`src/rtl/freq_div_multi.sv`:
```
// -----------------------------------------------------------------------------
// freq_div_multi
//
// Purpose:
//   CHANNELS independent programmable clock dividers running from one clock.
//   Each channel counts 0..div-1 while enabled and emits a one-cycle tick on
//   every wrap. fdiv is either a 50% square wave (toggles on each wrap) or a
//   copy of tick (pulse mode). A new divide value and mode can be written at
//   any time through a valid/ready port. The write is held in a shadow
//   register and applied on the channel's next wrap, so periods are never
//   truncated.
//
// Parameters:
//   CHANNELS    number of divider channels (1..16)
//   WIDTH       divide-value / counter width
//   DEFAULT_DIV divide value loaded into every channel at reset
//
// Ports:
//   clk        in   clock, all logic on its rising edge
//   rst        in   asynchronous active-low reset
//   en         in   [CHANNELS] per-channel run enable
//   sync       in   (only with FREQ_DIV_MULTI_SYNC_EN) realign all channels
//   cfg_valid  in   configuration write request
//   cfg_ready  out  configuration write can be accepted
//   cfg_chan   in   [CW] target channel
//   cfg_div    in   [WIDTH] new divide value
//   cfg_mode   in   0 = square output, 1 = pulse output
//   fdiv       out  [CHANNELS] divided output, registered
//   tick       out  [CHANNELS] one-cycle wrap strobe, registered
//
// Optional feature:
//   Define FREQ_DIV_MULTI_SYNC_EN to add the sync input. A sync sampled high
//   clears every counter and output and applies all pending updates on that
//   edge, which brings all channels back into phase. Without the macro the
//   channels are free-running and independent.
//
// Handshake:
//   A write transfers on the rising edge where cfg_valid && cfg_ready. The
//   ready signal is combinational: it is low only while the addressed channel
//   already holds an unapplied update. Writes to a channel number at or above
//   CHANNELS always see ready high and are discarded.
// -----------------------------------------------------------------------------
module freq_div_multi #(
    parameter  int CHANNELS    = 4,
    parameter  int WIDTH       = 24,
    parameter  int DEFAULT_DIV = 800000,
    localparam int CW          = (CHANNELS > 1) ? $clog2(CHANNELS) : 1
) (
    input  logic                clk,
    input  logic                rst,
    input  logic [CHANNELS-1:0] en,
`ifdef FREQ_DIV_MULTI_SYNC_EN
    input  logic                sync,
`endif
    input  logic                cfg_valid,
    output logic                cfg_ready,
    input  logic [CW-1:0]       cfg_chan,
    input  logic [WIDTH-1:0]    cfg_div,
    input  logic                cfg_mode,
    output logic [CHANNELS-1:0] fdiv,
    output logic [CHANNELS-1:0] tick
);

    localparam logic [WIDTH-1:0] DIV_RST = WIDTH'(DEFAULT_DIV);
    localparam int               NSLOT   = 1 << CW;

    logic [CHANNELS-1:0] w_pend;
    logic [NSLOT-1:0]    w_pend_slot;
    logic                w_accept;
    logic                w_sync;

`ifdef FREQ_DIV_MULTI_SYNC_EN
    assign w_sync = sync;
`else
    assign w_sync = 1'b0;
`endif

    // Channel numbers that do not exist read as "not pending", so such writes
    // always complete immediately and then go nowhere.
    always_comb begin
        w_pend_slot                = '0;
        w_pend_slot[CHANNELS-1:0]  = w_pend;
    end

    assign cfg_ready = ~w_pend_slot[cfg_chan];
    assign w_accept  = cfg_valid & cfg_ready;

    for (genvar i = 0; i < CHANNELS; i++) begin : g_ch
        logic [WIDTH-1:0] r_cnt;
        logic [WIDTH-1:0] r_div;
        logic [WIDTH-1:0] r_sh_div;
        logic             r_mode;
        logic             r_sh_mode;
        logic             r_pend;
        logic             r_fdiv;
        logic             r_tick;

        logic             w_wr;
        logic             w_run;
        logic             w_wrap;
        logic             w_apply;
        logic             w_new_mode;
        logic             w_fdiv_wrap;

        assign w_wr   = w_accept && (cfg_chan == CW'(i));
        assign w_run  = en[i] && (r_div != '0);
        assign w_wrap = w_run && (r_cnt == r_div - WIDTH'(1));

        // A stopped channel has no wrap to wait for, so its update lands on
        // the first edge after it was written. A write can only be accepted
        // while r_pend is low, so it never collides with its own apply.
        assign w_apply = r_pend && (w_sync || !w_run || w_wrap);

        // fdiv on a wrap edge: pulse mode (new) follows tick; square mode
        // toggles, except that leaving pulse mode restarts the square at 0.
        assign w_new_mode  = w_apply ? r_sh_mode : r_mode;
        assign w_fdiv_wrap = w_new_mode ? 1'b1 : (r_mode ? 1'b0 : ~r_fdiv);

        always_ff @(posedge clk or negedge rst) begin
            if (!rst) begin
                r_cnt     <= '0;
                r_div     <= DIV_RST;
                r_sh_div  <= DIV_RST;
                r_mode    <= 1'b0;
                r_sh_mode <= 1'b0;
                r_pend    <= 1'b0;
                r_fdiv    <= 1'b0;
                r_tick    <= 1'b0;
            end else begin
                if (w_wr) begin
                    r_sh_div  <= cfg_div;
                    r_sh_mode <= cfg_mode;
                    r_pend    <= 1'b1;
                end else if (w_apply) begin
                    r_pend    <= 1'b0;
                end

                if (w_apply) begin
                    r_div  <= r_sh_div;
                    r_mode <= r_sh_mode;
                end

                // sync has priority over a wrap on the same edge.
                if (w_sync || !w_run) begin
                    r_cnt  <= '0;
                    r_tick <= 1'b0;
                    r_fdiv <= 1'b0;
                end else if (w_wrap) begin
                    r_cnt  <= '0;
                    r_tick <= 1'b1;
                    r_fdiv <= w_fdiv_wrap;
                end else begin
                    r_cnt  <= r_cnt + WIDTH'(1);
                    r_tick <= 1'b0;
                    if (r_mode) begin
                        r_fdiv <= 1'b0;
                    end
                end
            end
        end

        assign w_pend[i] = r_pend;
        assign fdiv[i]   = r_fdiv;
        assign tick[i]   = r_tick;
    end

endmodule

```
`config.mk`:
```
export PLATFORM = sky130hd
export DESIGN_NAME = freq_div_multi
export DESIGN_NICKNAME = d
export VERILOG_FILES = /design/src/rtl/freq_div_multi.sv
export SDC_FILE = /design/constraint.sdc
export NUM_CORES = 1
export LEC_CHECK = 0
export BUFFER_PORTS_ARGS = -buffer_cell sky130_fd_sc_hd__buf_4
export CAP_MARGIN = 30
export CELL_PAD_IN_SITES_DETAIL_PLACEMENT = 1
export CELL_PAD_IN_SITES_GLOBAL_PLACEMENT = 1
export CORE_AREA = 2 2 219 221
export DETAILED_ROUTE_END_ITERATION = 6
export DIE_AREA = 0 0 221 223
export PLACE_DENSITY = 0.59
export SKIP_CTS_REPAIR_TIMING = 1
export SYNTH_ARGS = -nofsm -noshare
export SYNTH_HDL_FRONTEND = slang
export SYNTH_SLANG_ARGS = --single-unit
export TNS_END_PERCENT = 1
```
`constraint.sdc`:
```
create_clock -name clk -period 6.37 [get_ports clk]
set_clock_uncertainty 0.05 [all_clocks]
set_input_delay 0.637 -clock clk [delete_from_list [all_inputs] [get_ports clk]]
set_output_delay 0.637 -clock clk [all_outputs]
set_load 0.01 [all_outputs]
```
## After elaboration in Yosys (flattened, before gate mapping)

Index checks and enable logic that the tools add are counted.

| operators by class | value |
|---|---|
| bitwise operators | 6 |
| reduce and logical (&&, ||, !) cells | 33 |
| add/sub/neg operators | 8 |
| $lt $le $gt $ge | 1 |
| divide/modulo/power cells | 0 |
| multiplexer cells | 50 |
| multipliers | 0 |
| shift operators | 0 |
| equal/unequal tests | 11 |

Operator list:

| cell | count |
|---|---|
| 24-bit two-way mux | 8 |
| 24-bit by 1-bit adder with 24-bit output (second input constant) | 4 |
| 24-bit equality test | 4 |
| 24-bit nonzero test | 4 |
| 24-bit by 1-bit subtractor with 24-bit output (second input constant) | 4 |
| 1-bit two-way mux | 41 |
| 1-bit logical AND | 16 |
| 3-bit by 2-bit != test with 1-bit output (second input constant) | 4 |
| 2-bit nonzero test | 4 |
| 1-bit NOT | 5 |
| 2-bit equality test (second input constant) | 2 |
| 1-bit zero test | 4 |
| 1-bit logical OR | 4 |
| 2-bit by 3-bit < comparator with 1-bit output (second input constant) | 1 |
| 1-bit binary-select mux with 2-bit select | 1 |
| 2-bit by 1-bit equality test with 1-bit output (second input constant) | 1 |
| 2-bit zero test | 1 |
| 1-bit AND | 1 |

| word-level totals | value |
|---|---|
| bits of input ports | 34 |
| memories | 0 |
| latch bits | 0 |
| bits in registers | 308 |
| bits in read-only memories | 0 |
| memory bits (writable) | 0 |

## Logic depth before layout (Yosys ltp)

Gate-level depths: netlist of run 1.

| depth | value |
|---|---|
| depth in word-level cells | 9 |
| mapped depth | 13 |

## Least setup slack after synthesis of run 1

OpenSTA, ideal clock, no wires.

| path | value |
|---|---|
| kind | register -> register |
| from | register g_ch[1].r_div[12] |
| to | register g_ch[1].r_div[0] |
| path slack | 2.771 ns |
| cell stages (with the launch flop) | 12 |
| period minus slack after synthesis | 3.599 ns |
| required time | 6.195 ns |
| buffers on the path | 2 |
| arrival | 3.424 ns |
| setup time | 0.125 ns |
| cells stage by stage | dfstp_2 -> buf_2 -> or4_1 -> or4_1 -> nor4_1 -> xnor2_1 -> o211ai_1 -> or4_4 -> o21ai_4 -> nand2_4 -> buf_6 -> mux2_4 |

| between the ends | value |
|---|---|
| word-level cells in the longest chain between the ends | 5 |
| elaborated cells on any way between the ends | 8 |
| classes of those cells | add/sub: 1; eq/ne: 1; reduce/logical: 6 |

Ends and longest elaborated chain:

| what | RTL line | text |
|---|---|---|
| start: declaration | 90 | `logic [WIDTH-1:0] r_div;` |
| start signal: assignment | 139 | `r_div <= r_sh_div;` |
| 24-bit by 1-bit subtractor with 24-bit output / 24-bit nonzero test (equally long branches) | 107, 106 |  |
| 24-bit equality test / 1-bit logical AND (equally long branches) | 107, 106 |  |
| 1-bit logical AND / 1-bit zero test (equally long branches) | - |  |
| 1-bit logical OR * | 112 | `assign w_apply = r_pend && (w_sync \|\| !w_run \|\| w_wrap);` |
| 1-bit logical AND * | 112 |  |

Every way passes the cells marked *; elsewhere a longest branch is shown, timed or not.
A chain may end at the register's enable or synchronous reset.

## Worst setup path after layout of run 1

| path | value |
|---|---|
| from | register g_ch[2].r_div[4] |
| to | register g_ch[2].r_div[6] |

| between the ends | value |
|---|---|
| word-level cells in the longest chain between the ends | 5 |
| elaborated cells on any way between the ends | 8 |
| classes of those cells | add/sub: 1; eq/ne: 1; reduce/logical: 6 |

Ends and longest elaborated chain:

| what | RTL line |
|---|---|
| start: declaration | 90 |
| start signal: assignment | 139 |
| 24-bit by 1-bit subtractor with 24-bit output / 24-bit nonzero test (equally long branches) | 107, 106 |
| 24-bit equality test / 1-bit logical AND (equally long branches) | 107, 106 |
| 1-bit logical AND / 1-bit zero test (equally long branches) | - |
| 1-bit logical OR * | 112 |
| 1-bit logical AND * | 112 |

Marked as above.

==> impl_metrics.ini, run 1 <==
[power]
p_leak_nw = 7.559
power_density_nw_per_um2 = 385.5
max-vdd-ir-drop_mv = 0.2647

[routing]
dr_total_vias = 11380
wirelength_um = 43190
drc = 0
first_pass_iters = 4
final_antenna_net_count = 0
wire_per_inst_um = 19.99
via_per_inst = 5.264
drt_iter0_markers = 486

[floorplanning]
start_util_pct = 34.58
die_height_um = 223
core_sq_um = 47150
die_x_um = 221
dieArea_sq_um = 49280
num_rows = 80
pin_count = 43

[clock_tree]
clock_latency_ns = 0.56
numCtsBuffers = 36
htree_levels = 2
cts_tree = done
clock_sink_count = 308
clock-root-buffer = clkbuf_16
clockBufferDepth = 3
clk_pin_slew_ns = 0.06

[global_route]
grt_util_all_layers_pct = 17.90
grt_pass1_vias = 12160
grt_pass1_wl_um = 70060
grt_overflow = 0
antenna_found_initial = 3
grt_max_degree = 163

[sta]
report.final.slew_viol_count = 0
fmax_mhz = 200.0
timing.final.setup_violations = 0
finalCritPeriodShare_pct = 78.50
finalCriticalPeriod_ns = 5.001
slew_headroom_pct = 31.14
final_hold_viol_count = 0
tightest_slew_ns = 1.031
finalSetupTns_ns = 0
hold-worst-slack_ns = 0.002058
rsz0062_at_grt = no

[worst_setup_path]
crit_slowest_cell = nor4_1
crit_top_cell = nand4_1
reg2reg_depth = 9
r2r-end = g_ch[2].r_div[6]$_DFFE_PN0P_
cp_max_fo = 25
cp.required_ns = 6.75
arrival_ns = 5.38
end_kind = flop
critPathBufInv = 0
critPathMaxStageDelay_ns = 0.81
criticalPathCategory = flop to flop
cp-start-kind = flop
r2r_setup_slack_ns = 1.37
path_cells = nor4_1 -> nand4_1 -> nor3_1 -> mux2_2 -> o21ai_1 -> nand4_1 -> nand2_1 -> nand2_2 -> mux2_1
timing.rr.start = g_ch[2].r_div[4]$_DFFE_PN0P_
cp_top_family = simple AND/OR/NAND/NOR gates

[finish]
drive_above_1_share_pct = 21.28
num_antenna_cells = 0
area_growth_syn_to_layout_pct = 12.88
fillers = 5113
nets = 1564

[yosys]
syn_inst = 1488
synth_nets = 1534
async_reset_ff_share_pct = 100.0
synth_top_area_cell = dfrtp_1
synth_cell_types = 76
synth.top_cell.area_share_pct = 39.90
ys_ff_latch = 308
netlist_top_cells_area = dfrtp_1 (40%), dfstp_2 (7.7%), mux2_2 (7.5%)
yosysWarningCount = 0
seq_area_frac_synth_pct = 47.64
syn_area_sq_um = 16300
synth_top_flop_cell = dfrtp_1
synth_edf_count = 0
avgSynthCellArea_sq_um = 10.96

[place]
io_buffer_count = 42
gp_congestion = 0.8480
dp_hpwl_um = 30850

[flow_run]
drv_cap = 0

[status]
status = complete, no violations

[hold_path]
hp-class = input port to async pin
cells in the final DEF, fill, tap and decap left out, types with 5 or more instances in the layout:
| cell type | n |
|---|---|
| a211oi_1 | 5 |
| dfstp_2 | 48 |
| nand4_1 | 34 |
| nor2b_1 | 8 |
| clkinv_2 | 7 |
| nor3_1 | 39 |
| a31oi_1 | 10 |
| mux2_2 | 108 |
| a2111oi_0 | 6 |
| nor4_1 | 30 |
| or2_2 | 6 |
| o21ai_0 | 25 |
| clkbuf_1 | 8 |
| buf_4 | 52 |
| nand4b_1 | 6 |
| a21oi_1 | 21 |
| inv_1 | 37 |
| dfrtp_1 | 260 |
| nand3_1 | 62 |
| nor2_1 | 162 |
| and2_1 | 6 |
| ha_1 | 12 |
| nand2_1 | 58 |
| nand3b_1 | 9 |
| clkbuf_8 | 10 |
| nand2b_1 | 11 |
| mux2_4 | 39 |
| or4_1 | 19 |
| and4_1 | 6 |
| and3_1 | 32 |
| nor3b_1 | 5 |
| mux2_1 | 50 |
| xnor2_1 | 120 |
| o211ai_1 | 5 |
| o21a_1 | 5 |
| clkbuf_16 | 37 |
| xor2_1 | 87 |
| nor4b_1 | 9 |
| or3_1 | 16 |
area by class of cell:
cell class / count / area [sq um] / area share (%)
Clock buffer: 55 / 1094 / 5.942
Clock inverter: 11 / 90.09 / 0.4895
Inverter: 37 / 138.9 / 0.7546
Multi-Input combinational cell: 1081 / 8120 / 44.12
Sequential cell: 308 / 7767 / 42.20
Tap cell: 615 / 769.5 / 4.181
Timing Repair Buffer: 54 / 425.4 / 2.311
flip-flops by register name, summed over array words and instances, names as in the netlist:
signal	cells
g_ch.r_pend	4
g_ch.r_sh_mode	4
g_ch.r_sh_div	96
g_ch.r_tick	4
g_ch.r_div	96
g_ch.r_cnt	96
g_ch.r_fdiv	4
g_ch.r_mode	4
worst max path at each step:
stage | start | to | slack, ns | cells past startpoint
floorplan | g_ch[1].r_div[12]$_DFFE_PN1P_ | g_ch[1].r_div[0]$_DFFE_PN0P_ | 2.77 | 11
global placement | g_ch[2].r_div[4]$_DFFE_PN0P_ | g_ch[2].r_div[7]$_DFFE_PN0P_ | 1.53 | 9
detailed placement | g_ch[2].r_div[4]$_DFFE_PN0P_ | g_ch[2].r_div[17]$_DFFE_PN0P_ | 1.38 | 9
CTS | g_ch[2].r_div[4]$_DFFE_PN0P_ | g_ch[2].r_div[6]$_DFFE_PN0P_ | 1.37 | 9
global route | g_ch[2].r_div[4]$_DFFE_PN0P_ | g_ch[2].r_div[6]$_DFFE_PN0P_ | 0.84 | 9
finish | g_ch[2].r_div[4]$_DFFE_PN0P_ | g_ch[2].r_div[6]$_DFFE_PN0P_ | 1.37 | 9
routing by layer:
metal  track usage [%]  wire, um
met2             29.13     20090
met3             2.529      1502
met5                 0         0
met4             6.257      1236
met1             24.40     20370
worst register-to-register path: stages (launching register included):
cell	delay (ns)
dfrtp_1	0.44
nor4_1	0.81
nand4_1	0.52
nor3_1	0.40
mux2_2	0.38
o21ai_1	0.18
nand4_1	0.26
nand2_1	0.72
nand2_2	0.62
mux2_1	0.50
logic make-up after synthesis:
group	synth area share (%)
AO/OA/AOI/OAI	5.372
XOR/XNOR	11.12
adder cells (fa/ha/maj)	0.9209
buffers and inverters	2.717
flip-flops	47.64
multiplexers	14.83
AND/OR/NAND/NOR	17.40
power breakdown:
part           switching [mW]  internal, mW
registers               0.645          2.51
clock network           0.845          1.23
logic                   0.908         0.963
total                    2.40          4.70
Yosys cell counts (12+ instances only):
cell type	number
a21oi_1	21
and3_1	32
clkbuf_1	40
dfrtp_1	260
dfstp_2	48
ha_1	12
inv_1	37
mux2_1	50
mux2_2	108
mux2_4	39
nand2_1	58
nand3_1	62
nand4_1	34
nor2_1	162
nor3_1	40
nor4_1	30
o21ai_0	25
or3_1	16
or4_1	19
xnor2_1	120
xor2_1	87
through the flow:
step,worst slack [ns],power [mW],utilization (%),instance area [sq um],instances
after floorplan,2.771,4.430,-,16300,1488
after global placement,1.526,4.979,36.53,17220,2095
after detailed placement,1.381,5.058,36.53,17220,2095
after CTS,1.368,7.188,39.04,18410,2161
after global routing,0.8448,7.551,39.04,18410,2161
final,1.369,7.096,39.04,18410,2161
No activity file was read; power rests on OpenSTA's default activity.
==> inputs of run 2 (changes only) <==
==> constraint.sdc (replaced) <==
create_clock -name clk -period 5.04 [get_ports clk]
set_clock_uncertainty 0.05 [all_clocks]
set_input_delay 0.504 -clock clk [delete_from_list [all_inputs] [get_ports clk]]
set_output_delay 0.504 -clock clk [all_outputs]
set_load 0.01 [all_outputs]
==> impl_metrics.ini, run 2 (synthesized netlist as in run 1, its figures left out) <==
[status]
status = complete, no violations

[worst_setup_path]
r2r_setup_slack_ns = 1.09
reg2reg_depth = 11
arrival_ns = 4.33
end_kind = flop
criticalPathCategory = flop to flop
cp.required_ns = 5.42
cp_max_fo = 25
timing.rr.start = g_ch[1].r_div[0]$_DFFE_PN0P_
r2r-end = g_ch[1].r_div[14]$_DFFE_PN0P_
cp-start-kind = flop

[routing]
via_per_inst = 5.240
drt_iter0_markers = 530
first_pass_iters = 4
wirelength_um = 43400
drc = 0
final_antenna_net_count = 0
dr_total_vias = 11360
wire_per_inst_um = 20.02

[sta]
fmax_mhz = 253.1
hold-worst-slack_ns = 0.1847
finalWorstSetupSlack_ns = 1.089
finalSetupTns_ns = 0
timing.final.setup_violations = 0
finalCriticalPeriod_ns = 3.951
tightest_slew_ns = 0.7528
slew_headroom_pct = 49.35
final_hold_viol_count = 0
rsz0062_at_grt = no
finalCritPeriodShare_pct = 78.39
report.final.slew_viol_count = 0

[global_route]
grt-busiest-layer = met2
grtUsageMet3_pct = 2.239
grt_max_degree = 128
antenna_found_initial = 4
grt_pass1_vias = 12010
grt_use_met2_pct = 29.46
grt_pass1_wl_um = 70230
grt_use_met1_pct = 24.89
grt_util_all_layers_pct = 18.01
grt_overflow = 0

[finish]
fillers = 5139
top_regs = g_ch.r_cnt: 96 flops, g_ch.r_div: 96 flops, g_ch.r_sh_div: 96 flops
num_antenna_cells = 0
final_area_sq_um = 18540
nets = 1573
most-common-layout-cells = dfrtp_1 (260), nor2_1 (162), xnor2_1 (120), mux2_2 (108), xor2_1 (87)
utilization_pct = 39.32
drive_above_1_share_pct = 21.64
area_growth_syn_to_layout_pct = 13.70
final_common_cell = dfrtp_1
finalNonFillerCells = 2168

[place]
gp_congestion = 0.8588
dp_cells = 2102
io_buffer_count = 42
dp_hpwl_um = 31300
place_ws_ns = 1.101
place_area_sq_um = 17270

[hold_path]
hold_start = en[2]
hp-class = input port to flop
min_to = g_ch[2].r_div[20]$_DFFE_PN0P_
holdPathStages = 3

[floorplanning]
core_sq_um = 47150
die_height_um = 223
pin_count = 43
dieArea_sq_um = 49280
num_rows = 80
die_x_um = 221
start_util_pct = 34.58

[clock_tree]
htree_levels = 2
clock-root-buffer = clkbuf_16
clk_pin_slew_ns = 0.06
clock_sink_count = 308
numCtsBuffers = 37
cts_tree = done
clockBufferDepth = 3
clock_latency_ns = 0.55

[power]
max-vdd-ir-drop_mv = 0.2493
p_leak_nw = 7.628
power_density_nw_per_um2 = 494.6
total_power_mw = 9.169

[flow_run]
drv_cap = 0
run 2: cell types whose count changed in the layout (fill, tap and decap cells not counted), sizes merged:
cell         change
buf              +7
bufinv           +4
clkbuf           -4
clkinv           +1
dlygate4sd3      +1
inv              -2
run 2: area by class of cell:
cell class	instances	area, sq um	area share [%]
Multi-Input combinational cell	1081	8120	43.80
Sequential cell	308	7767	41.90
Clock buffer	51	1049	5.656
Tap cell	615	769.5	4.151
Timing Repair Buffer	62	488.0	2.632
Clock inverter	14	205.2	1.107
Inverter	37	138.9	0.7492
run 2: power by group:
group / switching, mW / leakage, nW / internal [mW]
Clock: 1.06 / 0.617 / 1.71
Sequential: 0.854 / 3.82 / 3.17
Combinational: 1.15 / 3.20 / 1.23
run 2: critical path: stages, from the launching register on:
cell and delay (ns):
dfrtp_1 0.44, inv_1 0.11, ha_1 0.22, nor3b_4 0.45, a21oi_1 0.12, or4_1 0.61, nor4_1 0.29, nand4_1 0.13
or4_4 0.52, o21ai_4 0.19, nand2_4 0.29, mux2_1 0.40
run 2: routing by layer:
metal | vias up | wire (um) | share of wire [%]
li1 | 5357 | - | -
met1 | 5788 | 20570 | 47
met2 | 151 | 20430 | 47
met3 | 64 | 1261 | 2.9
met4 | 0 | 1140 | 2.6
met5 | - | 0 | 0
run 2: worst max path at each step:
stage	startpoint	end	slack, ns	cells past startpoint
4_1_cts	g_ch[1].r_div[0]$_DFFE_PN0P_	g_ch[1].r_div[14]$_DFFE_PN0P_	1.06	11
5_1_grt	g_ch[0].r_div[11]$_DFFE_PN0P_	g_ch[0].r_div[4]$_DFFE_PN0P_	0.79	9
2_1_floorplan	g_ch[1].r_div[12]$_DFFE_PN1P_	g_ch[1].r_div[0]$_DFFE_PN0P_	1.44	11
3_5_place_dp	g_ch[1].r_div[0]$_DFFE_PN0P_	g_ch[1].r_div[14]$_DFFE_PN0P_	1.10	11
3_3_place_gp	g_ch[1].r_div[0]$_DFFE_PN0P_	g_ch[1].r_div[14]$_DFFE_PN0P_	1.16	11
6_report	g_ch[1].r_div[0]$_DFFE_PN0P_	g_ch[1].r_div[14]$_DFFE_PN0P_	1.09	11
